`config.mk`:
```
export PLATFORM = sky130hd
export DESIGN_NAME = teclado_entrada_ctrl
export DESIGN_NICKNAME = d
export VERILOG_FILES = /design/src/rtl/teclado_pkg.sv /design/src/rtl/teclado_evt_detect.sv /design/src/rtl/teclado_entrada_ctrl.sv
export SDC_FILE = /design/constraint.sdc
export NUM_CORES = 1
export LEC_CHECK = 0
export ABC_CLOCK_PERIOD_IN_PS = 2800
export BUFFER_PORTS_ARGS = -buffer_cell sky130_fd_sc_hd__buf_4
export CAP_MARGIN = 10
export CORE_MARGIN = 1.5
export CORE_UTILIZATION = 25
export CTS_CLUSTER_DIAMETER = 80
export DETAILED_ROUTE_END_ITERATION = 12
export SYNTH_ARGS = -nofsm -noshare
export SYNTH_HDL_FRONTEND = slang
export SYNTH_SLANG_ARGS = --single-unit
```
`constraint.sdc`:
```
create_clock -name clk -period 2.8 [get_ports clk]
set_input_delay 0.42 -clock clk [delete_from_list [all_inputs] [get_ports clk]]
set_output_delay 0.42 -clock clk [all_outputs]
set_load 0.01 [all_outputs]
```
`src/rtl/teclado_pkg.sv`:
```
// rtl/teclado_pkg.sv - key codes, state encoding and key classification for the keypad entry sequencer
package teclado_pkg;

  localparam logic [3:0] KEY_A    = 4'hA;
  localparam logic [3:0] KEY_STAR = 4'hE;
  localparam logic [3:0] KEY_HASH = 4'hF;

  typedef enum logic [1:0] {
    IDLE,
    ENTRY,
    COMMIT
  } state_t;

  function automatic logic is_digit(input logic [3:0] code);
    return code <= 4'd9;
  endfunction

endpackage

```
`src/rtl/teclado_evt_detect.sv`:
```
// rtl/teclado_evt_detect.sv - rising-edge key event detector with key code capture
module teclado_evt_detect (
  input  logic       clk,
  input  logic       rst,
  input  logic       key_valid,
  input  logic [3:0] bcd_in,
  output logic       evt,
  output logic [3:0] key_code
);

  logic key_valid_q;

  // Track the previous key_valid level; resets high so a key held through reset never fires
  always_ff @(posedge clk) begin
    if (rst) begin
      key_valid_q <= 1'b1;
    end else begin
      key_valid_q <= key_valid;
    end
  end

  assign evt      = key_valid & ~key_valid_q;
  assign key_code = bcd_in;

endmodule

```
`src/rtl/teclado_entrada_ctrl.sv`:
```
// rtl/teclado_entrada_ctrl.sv - multi-digit keypad entry sequencer with edit keys, commit handshake and idle timeout
module teclado_entrada_ctrl
  import teclado_pkg::*;
#(
  parameter int MAX_DIGITS     = 4,
  parameter int TIMEOUT_CYCLES = 50000
) (
  input  logic                              clk,
  input  logic                              rst,
  input  logic                              key_valid,
  input  logic [3:0]                        bcd_in,
  input  logic                              out_ready,
  output logic                              out_valid,
  output logic [4*MAX_DIGITS-1:0]           out_digits,
  output logic [$clog2(MAX_DIGITS+1)-1:0]   out_count,
  output logic                              busy,
  output logic                              overflow,
  output logic                              timeout
);

  localparam int DW = 4 * MAX_DIGITS;
  localparam int CW = $clog2(MAX_DIGITS + 1);
  localparam int TW = $clog2(TIMEOUT_CYCLES);

  localparam logic [CW-1:0] CNT_FULL   = CW'(MAX_DIGITS);
  localparam logic [TW-1:0] TIMER_LAST = TW'(TIMEOUT_CYCLES - 1);

  logic          evt;
  logic [3:0]    key_code;

  state_t        state_q, state_n;
  logic [DW-1:0] buf_q, buf_n;
  logic [CW-1:0] cnt_q, cnt_n;
  logic [TW-1:0] timer_q, timer_n;
  logic          valid_n;
  logic [DW-1:0] digits_n;
  logic [CW-1:0] count_n;
  logic          overflow_n;
  logic          timeout_n;

  teclado_evt_detect u_evt_detect (
    .clk       (clk),
    .rst       (rst),
    .key_valid (key_valid),
    .bcd_in    (bcd_in),
    .evt       (evt),
    .key_code  (key_code)
  );

  // State, entry buffer, idle timer and registered outputs
  always_ff @(posedge clk) begin
    if (rst) begin
      state_q    <= IDLE;
      buf_q      <= '0;
      cnt_q      <= '0;
      timer_q    <= '0;
      out_valid  <= 1'b0;
      out_digits <= '0;
      out_count  <= '0;
      overflow   <= 1'b0;
      timeout    <= 1'b0;
    end else begin
      state_q    <= state_n;
      buf_q      <= buf_n;
      cnt_q      <= cnt_n;
      timer_q    <= timer_n;
      out_valid  <= valid_n;
      out_digits <= digits_n;
      out_count  <= count_n;
      overflow   <= overflow_n;
      timeout    <= timeout_n;
    end
  end

  // Next-state logic: key handling per state, timer expiry, commit handshake
  always_comb begin
    state_n    = state_q;
    buf_n      = buf_q;
    cnt_n      = cnt_q;
    timer_n    = timer_q;
    valid_n    = out_valid;
    digits_n   = out_digits;
    count_n    = out_count;
    overflow_n = 1'b0;
    timeout_n  = 1'b0;

    unique case (state_q)
      IDLE: begin
        timer_n = '0;
        if (evt && is_digit(key_code)) begin
          buf_n   = DW'(key_code);
          cnt_n   = CW'(1);
          state_n = ENTRY;
        end
      end

      ENTRY: begin
        if (evt) begin
          // Any key, even an ignored letter, counts as activity
          timer_n = '0;
          if (is_digit(key_code)) begin
            if (cnt_q < CNT_FULL) begin
              buf_n = (buf_q << 4) | DW'(key_code);
              cnt_n = cnt_q + CW'(1);
            end else begin
              overflow_n = 1'b1;
            end
          end else if (key_code == KEY_A) begin
            buf_n = buf_q >> 4;
            cnt_n = cnt_q - CW'(1);
            if (cnt_q == CW'(1)) begin
              state_n = IDLE;
            end
          end else if (key_code == KEY_STAR) begin
            buf_n   = '0;
            cnt_n   = '0;
            state_n = IDLE;
          end else if (key_code == KEY_HASH) begin
            digits_n = buf_q;
            count_n  = cnt_q;
            valid_n  = 1'b1;
            state_n  = COMMIT;
          end
        end else if (timer_q == TIMER_LAST) begin
          buf_n     = '0;
          cnt_n     = '0;
          timer_n   = '0;
          timeout_n = 1'b1;
          state_n   = IDLE;
        end else begin
          timer_n = timer_q + TW'(1);
        end
      end

      COMMIT: begin
        // Keys are dropped here; the edge detector keeps tracking key_valid on its own
        timer_n = '0;
        if (out_ready) begin
          valid_n = 1'b0;
          buf_n   = '0;
          cnt_n   = '0;
          state_n = IDLE;
        end
      end

      default: begin
        state_n = IDLE;
      end
    endcase
  end

  assign busy = (state_q != IDLE);

endmodule

```
== Yosys cells after proc, flatten, opt, wreduce, memory -nomap -nowiden ==
Index checks and enable logic that the tools add are counted.

* Register bits: 60
* Logic and storage cells: 96
* Output and inout bits: 23
* Input bits: 8

* Muxes and demuxes: 40
* $add $sub $neg: 3
* Magnitude comparators: 2
* Equal/unequal tests: 20
* Reductions and logical operators: 13
* Bitwise logic cells: 8

{| class="wikitable"
|+ Operator list
! operator !! count
|-
| $mux 16 || 10
|-
| $pmux 16 s3 || 1
|-
| $pmux 16 s2 || 1
|-
| $mux 3 || 8
|-
| $mux 2 || 9
|-
| $reduce_and 6->1 || 3
|-
| $add 16x1->16 const B || 1
|-
| $eq 16x16->1 const B || 1
|-
| $or 16x4->16 || 1
|-
| $ne 2x2->1 const B || 7
|-
| $eq 4x4->1 const B || 3
|-
| $ne 5x5->1 const B || 2
|-
| $pmux 3 s3 || 1
|-
| $mux 1 || 8
|-
| $ne 4x4->1 const B || 2
|-
| $reduce_and 7->1 || 1
|-
| $ne 3x3->1 const B || 2
|-
| $not 1->1 || 6
|-
| $pmux 2 s3 || 1
|-
| $reduce_bool 2->1 || 3
|-
| $le 4x4->1 const B || 1
|-
| $reduce_or 4->1 || 1
|-
| $add 3x1->3 const B || 1
|-
| $eq 3x1->1 const B || 1
|-
| 11 further kinds || 11
|}

== Depth between registers and ports, before layout ==
* Depth in word-level cells: 7
* Mapped depth: 9
* Mapped depth without buffers: 7

== Hierarchy ==
From an unflattened synthesis, not the netlist that was laid out.

* Cell total of the unflattened synthesis: 361
* Area total of the unflattened synthesis: 3078.0 µm²

{| class="wikitable"
|+ By module, submodules not included
! module !! area each (µm²) !! cells each !! instances !! seq. area each (µm²)
|-
| teclado_entrada_ctrl || 3015.4 || 354 || 1 || 1181.1
|-
| teclado_evt_detect || 62.6 || 7 || 1 || 20.0
|}

== Worst setup path before layout ==
No wires, ideal clock.

* Kind: reg-to-reg
* Start point: register state_q[1]
* End point: register cnt_q[2]
* Data arrival time: 1931 ps
* Period minus slack after synthesis: 2022 ps
* Buffers on the path: 1
* Stages on the path, launching flop included: 8
* Required time: 2709 ps
* Slack: 778 ps
* Library setup time: 91 ps
* Cells stage by stage: dfxtp_1 inv_1 ha_1 nand3b_1 nor4_1 clkbuf_1 a22oi_1 a311oi_1

* Longest elaborated chain between the ends: 3
* Elaborated cells between the ends (all ways): 11
* Classes of those cells: eq/ne: 7; mux: 1; reduce/logical: 3

{| class="wikitable"
|+ RTL lines
! element !! line !! text
|-
| from (decl) || teclado_entrada_ctrl.sv:31 || <nowiki>state_t state_q, state_n;</nowiki>
|-
| from (signal assigned) || teclado_entrada_ctrl.sv:63 || <nowiki>state_q <= state_n;</nowiki>
|-
| $eq 2x1->1, or another cell as far along || teclado_entrada_ctrl.sv:87 || <nowiki>unique case (state_q)</nowiki>
|-
| $ne 5x5->1 (no source line), or another cell as far along || n/a ||
|-
| $reduce_and 6->1 (no source line) || n/a ||
|-
| to (signal assigned) || teclado_entrada_ctrl.sv:65 || <nowiki>cnt_q <= cnt_n;</nowiki>
|-
| to (decl) || teclado_entrada_ctrl.sv:33 || <nowiki>logic [CW-1:0] cnt_q, cnt_n;</nowiki>
|}

Parallel ways exist; a longest one is shown, timed or not.
A chain may end at the register's enable or synchronous reset.

== Worst setup path after layout ==
* Start point: register timer_q[4]
* End point: register buf_q[11]

* Longest elaborated chain between the ends: 3

{| class="wikitable"
|+ RTL lines
! element !! line !! text
|-
| from (decl) || teclado_entrada_ctrl.sv:34 || <nowiki>logic [TW-1:0] timer_q, timer_n;</nowiki>
|-
| from (signal assigned) || teclado_entrada_ctrl.sv:66 || <nowiki>timer_q <= timer_n;</nowiki>
|-
| $eq 16x16->1 || teclado_entrada_ctrl.sv:124 || <nowiki>end else if (timer_q == TIMER_LAST) begin</nowiki>
|-
| $ne 3x3->1 (no source line) || n/a ||
|-
| $reduce_and 6->1 (no source line) || n/a ||
|-
| to (signal assigned) || teclado_entrada_ctrl.sv:64 || <nowiki>buf_q <= buf_n;</nowiki>
|-
| to (decl) || teclado_entrada_ctrl.sv:32 || <nowiki>logic [DW-1:0] buf_q, buf_n;</nowiki>
|}

No other way between the ends.

==> impl_metrics.tcl <==
set metrics [dict create \
    status "finished clean" \
    wl_um 6670 \
    io_buffers 30 \
    dr.pass1.iters 4 \
    routabilityCongestion 0.792 \
    numCtsBuffers 9 \
    fin_total_pwr_mw 2.21 \
    cp.arrival_ns 2.46 \
    post_drt_wl_per_cell_um 13.6 \
    clkSinkCount 60 \
    p_leak_nw 1.21 \
    synth_nets 340 \
    synth-main-ff-cell "dfxtp_1" \
    synthTopCellsByArea "dfxtp_1 (42%), nand2_1 (6.5%), a21oi_1 (5.1%)" \
    syn_avg_cell_area_um2 8.80 \
    drt_iter0_drc 101 \
    overflow 0 \
    hold_buffers 0 \
    async_reset_ff_frac 0 \
    dieArea_mm2 0.0120 \
    n_antenna_cell 0 \
    cp-start-kind "register" \
    cts.clk_slew.worst_paths_ns 0.05 \
    synthToLayoutAreaGrowth_pct 22.0 \
    yosysWarnings 0 \
    cp.required_ns 3.04 \
    ys_seq_elements 60 \
    grt_usage 0.120 \
    start_util 0.259 \
    r2r_slack_ns 0.57 \
    finalSetupViolations 0 \
    synth-seq-area-share 0.423 \
    cp_max_fo 33 \
    die_x_um 110 \
    synth.distinct_cells 50 \
    final_cell_mix "dfxtp_1 (60), nand2_1 (49), buf_4 (33)" \
    drv_slew 0 \
    cts_tree "yes" \
    grt_pass1_vias 2300 \
    tightest_slew_ns 0.792 \
    hold_viol 0 \
    num_vias 2359 \
    rsz0062_at_grt "false" \
    fin_crit_ns 2.23 \
    final_area_mm2 0.00347 \
    synth_edf_count 0 \
    critPathCaptureType "register" \
    grt_max_degree 48 \
    fill_cells 1128 \
    coreArea_mm2 0.0110 \
    ios 31 \
    clockRootBuffer "clkbuf_16" \
    holdCritPathClass "in -> reg" \
    die_h_um 110 \
    pre_cts_slack_ns 0.574 \
    fin_crit_sh 0.795 \
    cts_max_path_buffers 2 \
    nets 363 \
    slew_headroom 0.467 \
    hpwl_um 4570 \
    final_common_cell "dfxtp_1" \
    place_inst 475 \
    max_clock_freq_ghz 0.449 \
    antenna_left 0 \
    fin_setup_tns_ns 0 \
    syn_inst 323 \
    setup_ws_ns 0.574 \
    synth_top_area_share 0.423 \
    viasPerCell 4.80 \
    maxCapViolations 0 \
    peakVddDrop_mv 0.395 \
    syn_area_mm2 0.00284 \
    grt_pass1_wl_um 11200 \
    cts_setup_buffers 0 \
    placed_area_mm2 0.00318 \
    cellPowerDensity_mw_per_mm2 637 \
    path_class "reg -> reg" \
    antenna_found_initial 0 \
    final.setup_skew_ns 0.00449 \
    final_cells 491 \
    row_count 38 \
    htreeDepth 3 \
    route.detailed.drc 0 \
    synth.largest_area_cell "dfxtp_1" \
    post_cts_resized 0 \
    clock_latency_ns 0.32 \
    drive_gt1_frac 0.217 \
]
-- final cells by class --
type                    count  area, µm²  area share
repair buffers             34        268      0.0772
clock inverters             5       52.6      0.0152
flip-flops and latches     60       1200       0.346
well taps                 140        175      0.0505
clock buffers              11        233      0.0671
multi-input cells         231       1500       0.433
inverters                  10       37.5      0.0108
-- critical path: stages (launching register included) --
cell      delay (ns)
dfxtp_1         0.35
or4b_4          0.56
nor4_4          0.37
o2111a_2        0.36
buf_12          0.23
nor2_1          0.06
a211oi_1        0.20
-- flip-flops by register name, summed over array words and instances, names as in the netlist --
| register | cells |
|---|---|
| cnt_q | 3 |
| timer_q | 16 |
| timeout | 1 |
| out_count | 3 |
| state_q | 2 |
| buf_q | 16 |
| u_evt_detect.key_valid_q | 1 |
| out_valid | 1 |
| out_digits | 16 |
| overflow | 1 |
-- power breakdown --
part	switching (mW)	internal [mW]
clock network	0.377	0.683
registers	0.0388	0.888
logic	0.129	0.0913
-- metrics by stage --
step,hold slack (ns),util
after floorplan,0.445,-
after global placement,0.448,0.290
after detailed placement,0.448,0.290
after CTS,0.324,0.316
after global routing,0.334,0.316
final,0.327,0.316
-- path summary, 6_finish.rpt --
check                           cells after the start                       end           from
worst min register to register                      2             out_digits[2]  out_digits[2]
worst min-delay path                                2  u_evt_detect.key_valid_q      key_valid
worst max-delay path                                6                 buf_q[11]     timer_q[4]
worst max register to register                      6                 buf_q[11]     timer_q[4]
-- metal layers --
metal,vias to the layer above,global-route usage,wire length [µm]
met3,5,0.0290,175
li1,1177,-,-
met2,44,0.191,3220
met5,-,0,0
met1,1133,0.154,3180
met4,0,0.0519,95
-- kinds of logic (layout without fill, tap and decap cells) --
| group | after synthesis | count (layout) | synth area share |
|---|---|---|---|
| AOI/OAI and AO/OA | 79 | 79 | 0.202 |
| xor gates and xnor gates | 13 | 13 | 0.0401 |
| adders and majority gates | 9 | 9 | 0.0396 |
| buffers and inverters | 32 | 60 | 0.0537 |
| DFF | 60 | 60 | 0.423 |
| muxes | 2 | 2 | 0.00704 |
| and+or+nand+nor | 128 | 128 | 0.235 |
-- cells in the mapped netlist, types with 8 or more instances --
cell and count:
a21oi_1 29, nor2_1 20, ha_1 9, a211oi_2 10, o21ai_0 8, inv_1 10, xor2_1 8, clkbuf_1 16
nand3_1 10, dfxtp_1 60, nand2b_1 8, a22oi_1 13, nand2_1 49, nor2_2 10
Power figures use the tool's default switching activity.
